File: config.mk
export PLATFORM = sky130hd
export DESIGN_NAME = dram_arbiter_flat
export DESIGN_NICKNAME = d
export VERILOG_FILES = /design/src/rtl/dram_arbiter_if.sv /design/src/rtl/dram_arbiter.sv /design/src/flat_wrapper.sv
export SDC_FILE = /design/constraint.sdc
export NUM_CORES = 1
export LEC_CHECK = 0
export CORE_ASPECT_RATIO = 0.75
export CORE_MARGIN = 2
export CORE_UTILIZATION = 35
export DETAILED_ROUTE_END_ITERATION = 16
export PLACE_DENSITY = 0.79
export SLEW_MARGIN = 30
export SYNTH_ARGS = -nofsm -noshare
export SYNTH_HDL_FRONTEND = slang
export SYNTH_SLANG_ARGS = --single-unit
export TNS_END_PERCENT = 20
File: constraint.sdc
create_clock -name i_clk -period 2.32 [get_ports i_clk]
set_clock_uncertainty 0.15 [all_clocks]
set_input_delay 0.232 -clock i_clk [delete_from_list [all_inputs] [get_ports i_clk]]
set_output_delay 0.232 -clock i_clk [all_outputs]
set_load 0.1 [all_outputs]
File: src/rtl/dram_arbiter_if.sv
// Core-side request/grant/return signals and DRAM command signals of dram_arbiter.
// The slave modport is the arbiter's view; master is the cores-plus-DRAM view.
interface dram_arbiter_if #(
  parameter int unsigned NUM_CORES = 4,
  parameter int unsigned ADDR_W    = 16,
  parameter int unsigned DATA_W    = 8
) ();

  logic [NUM_CORES-1:0]        i_req;
  logic [NUM_CORES-1:0]        i_we;
  logic [NUM_CORES*ADDR_W-1:0] i_addr;
  logic [NUM_CORES*DATA_W-1:0] i_wdata;
  logic [NUM_CORES-1:0]        o_gnt;
  logic [NUM_CORES-1:0]        o_rvalid;
  logic [DATA_W-1:0]           o_rdata;
  logic [ADDR_W-1:0]           o_mem_addr;
  logic [DATA_W-1:0]           o_mem_wdata;
  logic                        o_mem_we;
  logic                        o_mem_re;
  logic [DATA_W-1:0]           i_mem_rdata;
  logic                        o_busy;

  modport slave (
    input  i_req, i_we, i_addr, i_wdata, i_mem_rdata,
    output o_gnt, o_rvalid, o_rdata, o_mem_addr, o_mem_wdata, o_mem_we, o_mem_re, o_busy
  );

  modport master (
    output i_req, i_we, i_addr, i_wdata, i_mem_rdata,
    input  o_gnt, o_rvalid, o_rdata, o_mem_addr, o_mem_wdata, o_mem_we, o_mem_re, o_busy
  );

endinterface

File: src/rtl/dram_arbiter.sv
// Multi-core DRAM arbiter: one registered command per cycle (round-robin or fixed priority)
// with a tag shift pipeline that routes each read return back to its requesting core.
module dram_arbiter #(
  parameter int unsigned NUM_CORES = 4,
  parameter int unsigned ADDR_W    = 16,
  parameter int unsigned DATA_W    = 8,
  parameter int unsigned RD_LAT    = 1,
  parameter int unsigned ARB_MODE  = 0
) (
  input logic          i_clk,
  input logic          i_rst_n,
  dram_arbiter_if.slave io_bus
);

  localparam int unsigned IdW = (NUM_CORES > 1) ? $clog2(NUM_CORES) : 1;
  typedef logic [IdW-1:0] id_t;
  localparam id_t LastId = id_t'(NUM_CORES - 1);

  logic [NUM_CORES-1:0] w_elig;
  logic                 w_found;
  logic                 w_is_read;
  id_t                  w_start;
  id_t                  w_win;

  logic [NUM_CORES-1:0] r_gnt;
  logic [NUM_CORES-1:0] r_rvalid;
  logic [ADDR_W-1:0]    r_mem_addr;
  logic [DATA_W-1:0]    r_mem_wdata;
  logic [DATA_W-1:0]    r_rdata;
  logic                 r_mem_we;
  logic                 r_mem_re;
  id_t                  r_last;
  logic [RD_LAT:0]      r_tag_v;
  id_t                  r_tag_id [RD_LAT+1];

  // First eligible core at or after 'start', wrapping past the top index.
  function automatic id_t f_pick(input logic [NUM_CORES-1:0] elig, input id_t start);
    id_t         win;
    logic        found;
    int unsigned idx;
    win   = '0;
    found = 1'b0;
    for (int unsigned i = 0; i < NUM_CORES; i++) begin
      idx = 32'(start) + i;
      if (idx >= NUM_CORES) idx = idx - NUM_CORES;
      if (!found && elig[id_t'(idx)]) begin
        found = 1'b1;
        win   = id_t'(idx);
      end
    end
    return win;
  endfunction

  // A core holding o_gnt this cycle sits out one arbitration round.
  assign w_elig    = io_bus.i_req & ~r_gnt;
  assign w_found   = |w_elig;
  assign w_start   = (ARB_MODE == 1) ? '0 : ((r_last == LastId) ? '0 : r_last + 1'b1);
  assign w_win     = f_pick(w_elig, w_start);
  assign w_is_read = w_found & ~io_bus.i_we[w_win];

  always_ff @(posedge i_clk or negedge i_rst_n) begin
    if (!i_rst_n) begin
      r_gnt       <= '0;
      r_mem_addr  <= '0;
      r_mem_wdata <= '0;
      r_mem_we    <= 1'b0;
      r_mem_re    <= 1'b0;
      r_last      <= LastId;
    end else begin
      r_gnt    <= '0;
      r_mem_we <= 1'b0;
      r_mem_re <= 1'b0;
      if (w_found) begin
        r_gnt[w_win] <= 1'b1;
        r_mem_addr   <= io_bus.i_addr[w_win * ADDR_W +: ADDR_W];
        r_mem_wdata  <= io_bus.i_wdata[w_win * DATA_W +: DATA_W];
        r_mem_we     <= io_bus.i_we[w_win];
        r_mem_re     <= ~io_bus.i_we[w_win];
        r_last       <= w_win;
      end
    end
  end

  // Stage 0 loads with the command; the last stage lines up with i_mem_rdata arriving.
  always_ff @(posedge i_clk or negedge i_rst_n) begin
    if (!i_rst_n) begin
      r_tag_v  <= '0;
      for (int unsigned i = 0; i <= RD_LAT; i++) r_tag_id[i] <= '0;
      r_rvalid <= '0;
      r_rdata  <= '0;
    end else begin
      r_tag_v[0]  <= w_is_read;
      r_tag_id[0] <= w_win;
      for (int unsigned i = 1; i <= RD_LAT; i++) begin
        r_tag_v[i]  <= r_tag_v[i-1];
        r_tag_id[i] <= r_tag_id[i-1];
      end
      r_rvalid <= '0;
      if (r_tag_v[RD_LAT]) begin
        r_rvalid[r_tag_id[RD_LAT]] <= 1'b1;
        r_rdata                    <= io_bus.i_mem_rdata;
      end
    end
  end

  assign io_bus.o_gnt       = r_gnt;
  assign io_bus.o_rvalid    = r_rvalid;
  assign io_bus.o_rdata     = r_rdata;
  assign io_bus.o_mem_addr  = r_mem_addr;
  assign io_bus.o_mem_wdata = r_mem_wdata;
  assign io_bus.o_mem_we    = r_mem_we;
  assign io_bus.o_mem_re    = r_mem_re;
  assign io_bus.o_busy      = r_mem_we | r_mem_re | (|r_tag_v);

  a_gnt_onehot: assert property (@(posedge i_clk) disable iff (!i_rst_n) $onehot0(r_gnt));
  a_rvalid_onehot: assert property (@(posedge i_clk) disable iff (!i_rst_n) $onehot0(r_rvalid));
  a_we_re_excl: assert property (@(posedge i_clk) disable iff (!i_rst_n) !(r_mem_we && r_mem_re));

endmodule

File: src/flat_wrapper.sv
// flat-port wrapper written by rule: the top's interface ports become plain ports
module dram_arbiter_flat 
#(
  parameter int unsigned NUM_CORES = 4,
  parameter int unsigned ADDR_W    = 16,
  parameter int unsigned DATA_W    = 8,
  parameter int unsigned RD_LAT    = 1,
  parameter int unsigned ARB_MODE  = 0
)
  (i_clk, i_rst_n, io_bus_i_req, io_bus_i_we, io_bus_i_addr, io_bus_i_wdata, io_bus_i_mem_rdata, io_bus_o_gnt, io_bus_o_rvalid, io_bus_o_rdata, io_bus_o_mem_addr, io_bus_o_mem_wdata, io_bus_o_mem_we, io_bus_o_mem_re, io_bus_o_busy);
  dram_arbiter_if #(.NUM_CORES(NUM_CORES), .ADDR_W(ADDR_W), .DATA_W(DATA_W)) io_bus_i ();
  input logic i_clk;
  input logic i_rst_n;
  input wire logic [$bits(io_bus_i.i_req)-1:0] io_bus_i_req;
  input wire logic [$bits(io_bus_i.i_we)-1:0] io_bus_i_we;
  input wire logic [$bits(io_bus_i.i_addr)-1:0] io_bus_i_addr;
  input wire logic [$bits(io_bus_i.i_wdata)-1:0] io_bus_i_wdata;
  input wire logic [$bits(io_bus_i.i_mem_rdata)-1:0] io_bus_i_mem_rdata;
  output wire logic [$bits(io_bus_i.o_gnt)-1:0] io_bus_o_gnt;
  output wire logic [$bits(io_bus_i.o_rvalid)-1:0] io_bus_o_rvalid;
  output wire logic [$bits(io_bus_i.o_rdata)-1:0] io_bus_o_rdata;
  output wire logic [$bits(io_bus_i.o_mem_addr)-1:0] io_bus_o_mem_addr;
  output wire logic [$bits(io_bus_i.o_mem_wdata)-1:0] io_bus_o_mem_wdata;
  output wire logic [$bits(io_bus_i.o_mem_we)-1:0] io_bus_o_mem_we;
  output wire logic [$bits(io_bus_i.o_mem_re)-1:0] io_bus_o_mem_re;
  output wire logic [$bits(io_bus_i.o_busy)-1:0] io_bus_o_busy;
  assign io_bus_i.i_req = io_bus_i_req;
  assign io_bus_i.i_we = io_bus_i_we;
  assign io_bus_i.i_addr = io_bus_i_addr;
  assign io_bus_i.i_wdata = io_bus_i_wdata;
  assign io_bus_i.i_mem_rdata = io_bus_i_mem_rdata;
  assign io_bus_o_gnt = io_bus_i.o_gnt;
  assign io_bus_o_rvalid = io_bus_i.o_rvalid;
  assign io_bus_o_rdata = io_bus_i.o_rdata;
  assign io_bus_o_mem_addr = io_bus_i.o_mem_addr;
  assign io_bus_o_mem_wdata = io_bus_i.o_mem_wdata;
  assign io_bus_o_mem_we = io_bus_i.o_mem_we;
  assign io_bus_o_mem_re = io_bus_i.o_mem_re;
  assign io_bus_o_busy = io_bus_i.o_busy;
  dram_arbiter #(.NUM_CORES(NUM_CORES), .ADDR_W(ADDR_W), .DATA_W(DATA_W), .RD_LAT(RD_LAT), .ARB_MODE(ARB_MODE)) u_core (.i_clk(i_clk), .i_rst_n(i_rst_n), .io_bus(io_bus_i));
endmodule
; ---- Yosys cells after proc, flatten, opt, wreduce, memory -nomap -nowiden
; Index checks and enable logic that the tools add are counted.
[classes]
n_reduce_logical = 10
n_addsub = 8
n_lt_le_gt_ge = 12
eq_ne = 1
shifts = 2
bitwise = 6
muxes = 30
[ops]
columns = cell, count
row1 = $shiftx A64 B7 Y16, 1
row2 = $shiftx A32 B6 Y8, 1
row3 = $lt A2 B3 Y1 const B, 6
row4 = $mux W2, 9
row5 = $mux W1, 12
row6 = $bmux W1 S2, 5
row7 = $ge A3 B3 Y1 const B, 3
row8 = $mux W4, 2
row9 = $sub A2 B1 Y2 const B, 4
row10 = $add A2 B2 Y3 const B, 2
row11 = $logic_and A1 B1 Y1, 5
row12 = $and A4 B4 Y4, 1
row13 = $demux W1 S2, 2
row14 = $ge A2 B1 Y1 const B, 2
row15 = $not A4 Y4, 1
row16 = $reduce_or A4 Y1, 1
row17 = $add A2 B1 Y3 const B, 1
row18 = $ge A2 B3 Y1 const B, 1
row19 = $logic_not A1 Y1, 3
row20 = $add A2 B1 Y2 const B, 1
row21 = $eq A2 B2 Y1 const B, 1
row22 = $or A1 B1 Y1, 2
row23 = $reduce_or A2 Y1, 1
row24 = $and A1 B1 Y1, 1
row25 = $not A1 Y1, 1
[word_totals]
in_bits = 114
reg_bits = 50

; ---- Longest topological paths before layout
; Gate-level depths: netlist of run 1.
[logic_depth]
depth_word = 21
mapped_depth = 8

; ---- Least setup slack after synthesis of run 1
; Ideal clock, no wire load.
[synth_timing]
path_type = register to register
from = register u_core.r_gnt[3] (netlist: u_core.io_bus.o_gnt[3])
to = register u_core.r_mem_addr[3] (netlist: u_core.io_bus.o_mem_addr[3])
arrival_time_ns = 2.237
path_buffers = 2
setup_time_ns = 0.132
path_slack_ns = -0.199
path_stages_with_launch = 8
cell_sequence = dfrtp_1 > nand2b_1 > a21oi_2 > a22oi_2 > buf_4 > buf_6 > mux2i_1 > a211oi_2
[synth_between]
elab_chain_cells = 15
[synth_rtl]
columns = item, line_no
row1 = from (decl), dram_arbiter.sv:25  ; logic [NUM_CORES-1:0] r_gnt;
row2 = from (signal assigned), dram_arbiter.sv:63  ; r_gnt <= '0;
row3 = from (signal assigned), dram_arbiter.sv:70  ; r_gnt <= '0;
row4 = "from (signal, indexed assignment)", dram_arbiter.sv:74  ; r_gnt[w_win] <= 1'b1;
row5 = $not A4 Y4 *, dram_arbiter.sv:55  ; assign w_elig = io_bus.i_req & ~r_gnt;
row6 = $and A4 B4 Y4 *, dram_arbiter.sv:55
row7 = $bmux W1 S2, dram_arbiter.sv:46  ; if (!found && elig[id_t'(idx)]) begin
row8 = $mux W1 (not written as such), dram_arbiter.sv:46
row9 = $mux W1, dram_arbiter.sv:46
row10 = $logic_not A1 Y1, dram_arbiter.sv:46
row11 = $logic_and A1 B1 Y1, dram_arbiter.sv:46
row12 = $mux W1, dram_arbiter.sv:46
row13 = $logic_not A1 Y1, dram_arbiter.sv:46
row14 = $logic_and A1 B1 Y1, dram_arbiter.sv:46
row15 = $mux W1, dram_arbiter.sv:46
row16 = $logic_not A1 Y1, dram_arbiter.sv:46
row17 = $logic_and A1 B1 Y1, dram_arbiter.sv:46
row18 = $mux W2, dram_arbiter.sv:46
row19 = $shiftx A64 B7 Y16, dram_arbiter.sv:75  ; r_mem_addr <= io_bus.i_addr[w_win * ADDR_W +: ADDR_W];
row20 = to (signal assigned), dram_arbiter.sv:75
row21 = to (decl), dram_arbiter.sv:27  ; logic [ADDR_W-1:0] r_mem_addr;
; Mark *: on every way between the ends. The rest lies on a longest branch, timed or not. The select of a mux whose other input is x is not followed.
; A chain may end at the register's enable or synchronous reset.

; ---- Worst setup path after layout of run 1
[layout_timing]
from = register u_core.r_last[0]
to = register u_core.r_mem_addr[4] (netlist: u_core.io_bus.o_mem_addr[4])
[layout_between]
elab_chain_cells = 17
[layout_rtl]
columns = item, line_no
row1 = from (decl), dram_arbiter.sv:32  ; id_t r_last;
row2 = from (signal assigned), dram_arbiter.sv:68  ; r_last <= LastId;
row3 = from (signal assigned), dram_arbiter.sv:79  ; r_last <= w_win;
row4 = $add A2 B1 Y2 or $eq A2 B2 Y1 (tied branches), dram_arbiter.sv:57  ; assign w_start = (ARB_MODE == 1) ? '0 : ((r_last == LastId) ? '0 : r_last + 1'b1);
row5 = $mux W2 *, dram_arbiter.sv:57
row6 = "parallel branches: the longest is 13 deep, another holds $add A2 B1 Y3", --
row7 = $mux W2 *, dram_arbiter.sv:46
row8 = $shiftx A64 B7 Y16 *, dram_arbiter.sv:75
; Mark *: on every way between the ends. The select of a mux whose other input is x is not followed.

==> results of run 1 <==
worst max-delay path, cell delays in order, from the launching register on:
cell	delay, ps
dfstp_2	590
ha_4	240
a21boi_2	180
a22oi_2	340
inv_2	120
buf_12	170
a211oi_2	260
a211oi_2	70
placed cells by master (no fill, tap or decap), drive strengths merged:
cell type | netlist | final
nand2b | 2 | 2
o22ai | 1 | 1
nor3 | 1 | 1
or3 | 2 | 2
and3b | 1 | 1
o32ai | 1 | 1
or2 | 1 | 1
ha | 1 | 1
mux2i | 26 | 26
buf | 10 | 62
a22o | 1 | 1
a22oi | 3 | 3
nor2 | 31 | 31
dfstp | 2 | 2
a211oi | 48 | 48
nand2 | 7 | 7
a2111oi | 1 | 1
clkbuf | 11 | 5
mux2 | 8 | 8
nor3b | 1 | 1
a21boi | 1 | 1
nor2b | 4 | 4
a21oi | 2 | 2
dlygate4sd3 | 0 | 1
a221oi | 24 | 24
inv | 27 | 30
and3 | 1 | 1
and2 | 1 | 1
clkdlybuf4s50 | 0 | 112
dfrtp | 47 | 47
worst max path at each step:
| stage | start | end | slack (ps) | cells past startpoint |
|---|---|---|---|---|
| 2_1_floorplan | u_core.io_bus.o_gnt[3] | u_core.io_bus.o_mem_addr[3] | 80 | 7 |
| 3_3_place_gp | io_bus_i_req[0] | u_core.io_bus.o_mem_addr[0] | 20 | 7 |
| 3_5_place_dp | io_bus_i_req[2] | u_core.io_bus.o_mem_addr[0] | -50 | 7 |
| 4_1_cts | u_core.r_last[0] | u_core.io_bus.o_mem_addr[14] | -7 | 6 |
| 5_1_grt | u_core.r_last[0] | u_core.io_bus.o_mem_wdata[5] | -30 | 7 |
| 6_report | u_core.r_last[0] | u_core.io_bus.o_mem_addr[4] | 60 | 7 |
stage by stage:
| step | cell area (um2) | hold WS (ps) | util [%] | TNS [ps] |
|---|---|---|---|---|
| after floorplan | 2840 | -214 | - | 0 |
| after global placement | 4450 | 52.4 | 56.4 | 0 |
| after detailed placement | 4450 | 58.1 | 56.4 | -101 |
| after CTS | 4550 | 210 | 57.8 | -12.2 |
| after global routing | 4670 | 218 | 59.2 | -138 |
| final | 4670 | 208 | 59.2 | 0 |
per-layer routing:
metal,track usage [%],up-vias,share of wire [%]
li1,-,1311,-
met1,23.9,1353,42
met2,35.6,131,50
met3,4.37,8,7.3
met4,6.15,0,1.0
met5,0,-,0
cell families (layout without fill, tap and decap cells):
group	count (synthesis)	count (layout)	synth area share [%]
muxes	34	34	12.4
AOI/OAI and AO/OA	82	82	26.1
adders and majority gates	1	1	0.442
buffers and inverters	48	210	8.04
and+or+nand+nor	52	52	9.68
DFF	49	49	43.4
state kept, by name, indices dropped and copies added, names as in the netlist:
register / count
u_core.io_bus.o_gnt: 4
u_core.r_tag_v: 2
u_core.io_bus.o_mem_we: 1
u_core.io_bus.o_rdata: 8
u_core.r_last: 2
u_core.io_bus.o_mem_addr: 16
u_core.r_tag_id: 4
u_core.io_bus.o_mem_wdata: 8
u_core.io_bus.o_rvalid: 4
cell usage after synthesis (2+ instances only):
master,n
a211oi_1,41
buf_6,5
or3_1,2
nand2b_1,2
nand2_1,7
buf_2,3
clkbuf_1,11
nor2b_4,2
mux2_2,8
a221oi_1,24
dfstp_2,2
inv_1,25
mux2i_1,26
a211oi_2,7
nor2b_1,2
dfrtp_1,47
nor2_1,30
a22oi_2,3
what timing repair did:
action / in CTS / in global routing
hold endpoints to repair: 14 / 0
setup buffers: 0 / 1
endpoints found under the setup margin: 3 / 24
gates resized for setup: 1 / 21
pin swaps: 0 / 2
hold buffers: 1 / 0
area by class of cell:
cell class,instances,area [um2]
repair buffers,175,1640
well taps,105,131
multi-input cells,169,1470
fillers,662,3220
inverters,27,104
clock inverters,3,26.3
flip-flops and latches,49,1230
clock buffers,5,68.8
==> run summary, run 1 <==
yosys warns = 0
drt pass-1 iters = 4
Hold Violations, Final = 0
FF+latch count, synth = 49
vias in the first global route = 2812
FF-to-FF Start = u_core.r_last[0]
max_cap viols = 0
DP HPWL = 6.90 mm
Crit path required time = 2350 ps
Post-synth EDFFs = 0
Setup Viol. Count Final = 0
I/O pin total = 157
FF-to-FF path depth = 7
register area share after synthesis = 43.4%
setup ws final = 63.4 ps
Tmin final = 2260 ps
area leader, netlist = dfrtp_1
width of the chip = 108 um
dpl cells = 523
drc violations = 0
Crit Path Max Fanout = 15
via count = 2803
FMAX = 443 MHz
Site Rows = 28
status = finished, final reports clean
ratio of cells with drive above 1 in the final layout = 28.7%
worst skew pair latency = 310 ps
clock root buffer = clkbuf_8
post-DR wirelength/cell = 17.2 um
asr flop ratio synth = 100%
GRT overflow = 0
kind of critical path = flop to flop
Cell Area, Synth = 2830 um2
Die Ht = 81.9 um
FF-to-FF End = u_core.io_bus.o_mem_addr[4]
WL final = 9.17 mm
Top FF cell, synth = dfrtp_1
Core Region = 7880 um2
DRT iter0 DRCs = 75
antenna-violating nets left = 0
Clk pin slew, worst setup/hold paths = 100 ps
Max-Slew Margin vs Limit = 68.1%
Mapped Cells = 266
worst hold path type = flop to flop
TritonCTS clock tree = yes
TritonCTS Buffers = 5
antenna fix cells = 0
initial antenna violation count = 0
routability-driven placement congestion ratio = 0.789
syn_nets = 381
RSZ-0062 raised after global routing = true
Area growth syn-to-layout = 64.8%
total track usage = 19.8%
WHS Path Cells = 0
dpl ws = -53.3 ps
Max Slew Vio Count = 0
Final Non-Filler Cells = 533
WP data arrival = 2280 ps
critical hold path startpoint = u_core.r_tag_id[2]
ranking of synthesized cells by area = dfrtp_1, a211oi_1, mux2i_1
DR vias/cell = 5.26
die area = 8830 um2
clk sinks = 49
Distinct cells, synth = 37
pin count of the biggest net entering global routing = 25
H-tree depth = 2
Clock Tree Buf Depth = 2
Yosys top cell area share = 41.5%
crit end category = flop
Worst R2R Setup Slack = 60 ps
Nets = 542
Worst-Margin Slew = 479 ps
# port buffers = 156
Startpoint Class = flop
Initial Util = 35.9%
Final period util = 97.3%
Hold Crit Endpoint = u_core.r_tag_id[0]
first-pass GRT wire length = 13.7 mm
Mean Syn Cell Area = 10.6 um2
Power of run 1 is not shown: default switching activity piles up to over one toggle a cycle in this logic, so the estimate is an artifact.
==> run 2: changes to the inputs <==
--- a/config.mk
+++ b/config.mk
@@ -6,10 +6,10 @@
 export NUM_CORES = 1
 export LEC_CHECK = 0
 export CORE_ASPECT_RATIO = 0.75
-export CORE_MARGIN = 2
+export CORE_MARGIN = 4
 export CORE_UTILIZATION = 35
 export DETAILED_ROUTE_END_ITERATION = 16
-export PLACE_DENSITY = 0.79
+export PLACE_DENSITY_LB_ADDON = 0.3
 export SLEW_MARGIN = 30
 export SYNTH_ARGS = -nofsm -noshare
 export SYNTH_HDL_FRONTEND = slang
==> run 2 against run 1 <==
Effect of this change:
- die area rose by 8.8%
- sequential share of layout area rose by 0.26 points
- critical endpoint is now u_core.io_bus.o_mem_addr[7]
- non-clock buffer count is 1 lower
- utilization fell by 0.59 points
- cell count unchanged
- critical path depth is 1 lower
- critical path type unchanged
- largest cell class unchanged
- highest routed layer unchanged
==> run summary, run 2 (same netlist as run 1, synthesis figures left out) <==
post-DR wirelength/cell = 17.1 um (was 17.2 um)
most frequent cells in the layout = clkdlybuf4s50_1, buf_4, dfrtp_1, a211oi_1, nor2_1 (was clkdlybuf4s50_1, buf_4, dfrtp_1, nor2_1, mux2i_1)
Die Ht = 85.9 um (was 81.9 um)
crit end category = flop (unchanged)
via count = 2764 (was 2803)
Final period util = 97.4% (was 97.3%)
antenna-violating nets left = 0 (unchanged)
Site Rows = 28 (unchanged)
H-tree depth = 2 (unchanged)
TritonCTS clock tree = yes (unchanged)
I/O pin total = 157 (unchanged)
GRT overflow = 0 (unchanged)
FMAX = 443 MHz (about the same)
max reg flops = 16 (unchanged)
fillers = 699 (was 662)
cells along the critical path = ha_1 -> a2111oi_4 -> o32ai_4 -> buf_4 -> a211oi_1 -> a211oi_2 (was ha_4 -> a21boi_2 -> a22oi_2 -> inv_2 -> buf_12 -> a211oi_2 -> a211oi_2)
status = finished, final reports clean (unchanged)
total track usage = 18.1% (was 19.8%)
clock root buffer = clkbuf_8 (unchanged)
die area = 9610 um2 (was 8830 um2)
max_cap viols = 0 (unchanged)
WP data arrival = 2290 ps (was 2280 ps)
worst hold path type = flop to flop (unchanged)
drt pass-1 iters = 7 (was 4)
setup ws final = 60.2 ps (was 63.4 ps)
DP HPWL = 6.75 mm (was 6.90 mm)
cell family with most CP delay = compound AO/OA/AOI/OAI gates (unchanged)
Initial Util = 35.9% (unchanged)
Hold Violations, Final = 0 (unchanged)
initial antenna violation count = 0 (unchanged)
clk sinks = 49 (unchanged)
DRT iter0 DRCs = 78 (was 75)
Area growth syn-to-layout = 63.2% (was 64.8%)
width of the chip = 112 um (was 108 um)
kind of critical path = flop to flop (unchanged)
pin count of the biggest net entering global routing = 33 (was 25)
Tmin final = 2260 ps (about the same)
Worst path slowest cell = dfstp_2 (unchanged)
WL final = 9.12 mm (was 9.17 mm)
Worst R2R Setup Slack = 60 ps (about the same)
ratio of cells with drive above 1 in the final layout = 26.4% (was 28.7%)
# port buffers = 156 (unchanged)
commonest non-fill, non-tap cell in the layout = clkdlybuf4s50_1 (unchanged)
first-pass GRT wire length = 14.3 mm (was 13.7 mm)
Buf/Inv on CP = 1 (was 2)
TritonCTS Buffers = 5 (unchanged)
Crit path required time = 2350 ps (about the same)
Max Slew Vio Count = 0 (unchanged)
Worst-Margin Slew = 726 ps (was 479 ps)
antenna fix cells = 0 (unchanged)
Crit Path Max Fanout = 11 (was 15)
DR vias/cell = 5.19 (was 5.26)
Clock Tree Buf Depth = 2 (unchanged)
vias in the first global route = 2840 (was 2812)
Core Region = 7880 um2 (unchanged)
Max-Slew Margin vs Limit = 51.6% (was 68.1%)
Clk pin slew, worst setup/hold paths = 100 ps (about the same)
Final Util = 58.6% (was 59.2%)
routability-driven placement congestion ratio = 0.780 (was 0.789)
worst skew pair latency = 290 ps (was 310 ps)
RSZ-0062 raised after global routing = true (unchanged)
Setup Viol. Count Final = 0 (unchanged)
drc violations = 0 (unchanged)
maximum single-stage delay on the critical path = 560 ps (was 590 ps)
Startpoint Class = flop (unchanged)
dpl ws = -75.0 ps (was -53.3 ps)
Nets = 542 (unchanged)
-- run 2: cell types whose count changed in the layout (fill, tap and decap cells not counted), sizes merged --
cell,change
buf,-1
bufinv,+1
clkinv,+1
clkinvlp,+1
inv,-3
nor2,+1
-- run 2: final timing paths --
kind	cells past startpoint	from	end
setup / recovery	6	u_core.r_last[0]	u_core.io_bus.o_mem_addr[7]
hold / removal	0	u_core.r_tag_id[2]	u_core.r_tag_id[0]
setup reg to reg	6	u_core.r_last[0]	u_core.io_bus.o_mem_addr[7]
hold reg to reg	0	u_core.r_tag_id[2]	u_core.r_tag_id[0]
max in group asynchronous	3	i_rst_n	u_core.io_bus.o_rdata[5]
min in group asynchronous	2	i_rst_n	u_core.io_bus.o_mem_addr[9]
-- run 2: routing by layer --
layer	vias up	wire, um	track usage [%]
met5	-	0	0
met4	0	205	6.19
met3	16	671	3.81
met2	123	4470	30.8
met1	1310	3780	23.0
li1	1315	-	-
-- run 2: worst register-to-register path: stages (launching register included) --
cell and delay (ps):
dfstp_2 560, ha_1 300, a2111oi_4 390, o32ai_4 150, buf_4 220, a211oi_1 300
a211oi_2 80
-- run 2: final cells by class --
| type | instances | area (um2) | area share [%] |
|---|---|---|---|
| Clock buffer | 5 | 68.8 | 1.49 |
| Clock inverter | 3 | 46.3 | 1.00 |
| Inverter | 27 | 104 | 2.25 |
| Multi-Input combinational cell | 170 | 1420 | 30.8 |
| Sequential cell | 49 | 1230 | 26.7 |
| Tap cell | 105 | 131 | 2.84 |
| Timing Repair Buffer | 174 | 1620 | 35.0 |
-- run 2: repair_timing --
| item | CTS | global route |
|---|---|---|
| pin swaps | 1 | 2 |
| setup buffers | 0 | 1 |
| endpoints found under the hold margin | 28 | 0 |
| gates resized for setup | 0 | 8 |
| hold buffers | 1 | 0 |
| endpoints found under the setup margin | 2 | 24 |
| cloned | 0 | 1 |
-- run 2: stage by stage --
stage / std cells / instance area [um2] / hold slack, ps / TNS [ps]
6_report: 533 / 4620 / 208 / 0
5_1_grt: 533 / 4620 / 214 / -53.7
4_1_cts: 531 / 4550 / 210 / 0
3_5_place_dp: 522 / 4430 / 183 / -1290
3_3_place_gp: 522 / 4430 / 181 / -33.2
2_1_floorplan: 266 / 2840 / -214 / 0
Power of run 2 is left out for the same reason.
==> RTL change, RTL diff (flow settings as in run 2) <==
`DATA_W` is set to 8 in 3 places; all go to 10.
--- a/src/rtl/dram_arbiter_if.sv
+++ b/src/rtl/dram_arbiter_if.sv
@@ -3,7 +3,7 @@
 interface dram_arbiter_if #(
   parameter int unsigned NUM_CORES = 4,
   parameter int unsigned ADDR_W    = 16,
-  parameter int unsigned DATA_W    = 8
+  parameter int unsigned DATA_W    = 10
 ) ();
 
   logic [NUM_CORES-1:0]        i_req;
--- a/src/rtl/dram_arbiter.sv
+++ b/src/rtl/dram_arbiter.sv
@@ -3,7 +3,7 @@
 module dram_arbiter #(
   parameter int unsigned NUM_CORES = 4,
   parameter int unsigned ADDR_W    = 16,
-  parameter int unsigned DATA_W    = 8,
+  parameter int unsigned DATA_W    = 10,
   parameter int unsigned RD_LAT    = 1,
   parameter int unsigned ARB_MODE  = 0
 ) (
--- a/src/flat_wrapper.sv
+++ b/src/flat_wrapper.sv
@@ -3,7 +3,7 @@
 #(
   parameter int unsigned NUM_CORES = 4,
   parameter int unsigned ADDR_W    = 16,
-  parameter int unsigned DATA_W    = 8,
+  parameter int unsigned DATA_W    = 10,
   parameter int unsigned RD_LAT    = 1,
   parameter int unsigned ARB_MODE  = 0
 )
Interface: changed (resized io_bus_i_mem_rdata, io_bus_i_wdata, io_bus_o_mem_wdata and io_bus_o_rdata); port bits go from 157 to 171. No check against the original RTL was run, so the function may have changed too.
==> RTL change against run 2 <==
Design area rose by 9.9%; die area rose by 2.3%; via count fell by 3.2%; largest cell class unchanged; area after synthesis rose by 2.5%; worst setup slack got worse by 0.0093 ns; cell count rose by 0.19%; global-route usage fell by 1.1 points; sequential cell count rose by 4; routed wire length rose by 4.9%; worst hold slack got worse by 0.0057 ns; highest routed layer unchanged.
Power is left out: the tool's default activity adds up to more than one toggle a clock period on the data nets, which glitch-free logic cannot reach.
==> RTL change: results (changes against run 2) <==
The worst hold path endpoint is u_core.r_tag_id[1]$_DFF_PN0_. The part of the cycle the worst path needs is 0.978 (+0.00402). The final net count is 553 (+2.0%). The actual transition at the worst max-transition pin is 0.654 ns (-0.0711 ns).

The met2 routed wirelength came to 4470 µm (about the same). The run finished with clean final reports. The total cell area at the placement stage is 0.00465 mm² (+5.0%).

The die outline width is 113 µm (+1.2%). The clock network contribution to total cell area is 0.0187 (-0.00618). The met1 usage came out at 0.226 (-0.00412). The global-route wire length before repair is 13400 µm (-6.2%). The mean area per synthesized cell came out at 11.9 µm² (+12%). The met2 demand-to-capacity share in global routing came out at 0.278 (-0.0300).

The number of flip-flops and latches is 53 (+8.2%). The critical-path maximum fanout came out at 6 (-5). The share of the yosys chip area belonging to registers was 0.458 (+0.0238).

The non-clock buffer share of cell area came to 0.380 (+0.0309). The count of fill cells added during filler insertion is 643 (-8.0%). The instance count after placement with tap cells included is 515 (-1.3%). The adder and majority gate portion of the synthesized area was 0.00431 (-0.000109). The fraction of layout cells with a size suffix above 1 was 0.322 (+0.0577).

The detail-routed via count per cell is 5.01 (-3.4%). The placed wire-length estimate is 6780 µm (+0.42%). The minimum setup slack after placement is -0.0804 ns (-0.00540 ns). The path depth of the worst reg2reg path came out at 7 (+1).

The total routed wire length on the met1 layer was 4340 µm (+15%). The met3 wire length was 719 µm (+7.2%). By area the synthesized netlist is led by sky130_fd_sc_hd__dfrtp_1 44%, sky130_fd_sc_hd__mux2i_1 17%, sky130_fd_sc_hd__a221oi_2 11%, sky130_fd_sc_hd__nor2_1 4.7%, sky130_fd_sc_hd__mux2_2 3.9%.

The latest clock arrival within the worst-skew pair was 0.31 ns (+0.02 ns). The number of search-and-repair iterations in the first detailed-routing pass was 4 (-3). The synthesized netlist net count was 369 (-3.1%). By count the netlist is led by 51 x sky130_fd_sc_hd__dfrtp_1, 48 x sky130_fd_sc_hd__mux2i_1, 36 x sky130_fd_sc_hd__nor2_1. The count of port buffers added during placement came out at 170 (+9.0%).

The vias after detailed routing is 2675 (-3.2%). The initial DRC count came to 119 (+53%). The post-route core utilization was 0.636 (+0.0495). The met3 demand-to-capacity share in global routing came to 0.0507 (+0.0126).
[RTL change: cell types whose count changed in the layout (fill, tap and decap cells not counted), sizes merged, moves of 3 or more]
| cell | run 2 | this run |
|---|---|---|
| mux2i | 26 | 48 |
| o211ai | 0 | 12 |
| dfrtp | 47 | 51 |
| clkbuf | 5 | 11 |
| a22oi | 3 | 0 |
| nor2 | 32 | 36 |
| buf | 61 | 66 |
| o2bb2ai | 0 | 6 |
| inv | 27 | 12 |
| clkdlybuf4s50 | 112 | 122 |
| a211oi | 48 | 0 |
[RTL change: worst max-delay path: stages (launching register included)]
cell and delay (ns):
sky130_fd_sc_hd__dfstp_2 0.40, sky130_fd_sc_hd__ha_4 0.15, sky130_fd_sc_hd__or2_4 0.26, sky130_fd_sc_hd__a221oi_4 0.36, sky130_fd_sc_hd__o21a_4 0.29, sky130_fd_sc_hd__clkbuf_16 0.20, sky130_fd_sc_hd__mux2i_1 0.25, sky130_fd_sc_hd__a221oi_2 0.09
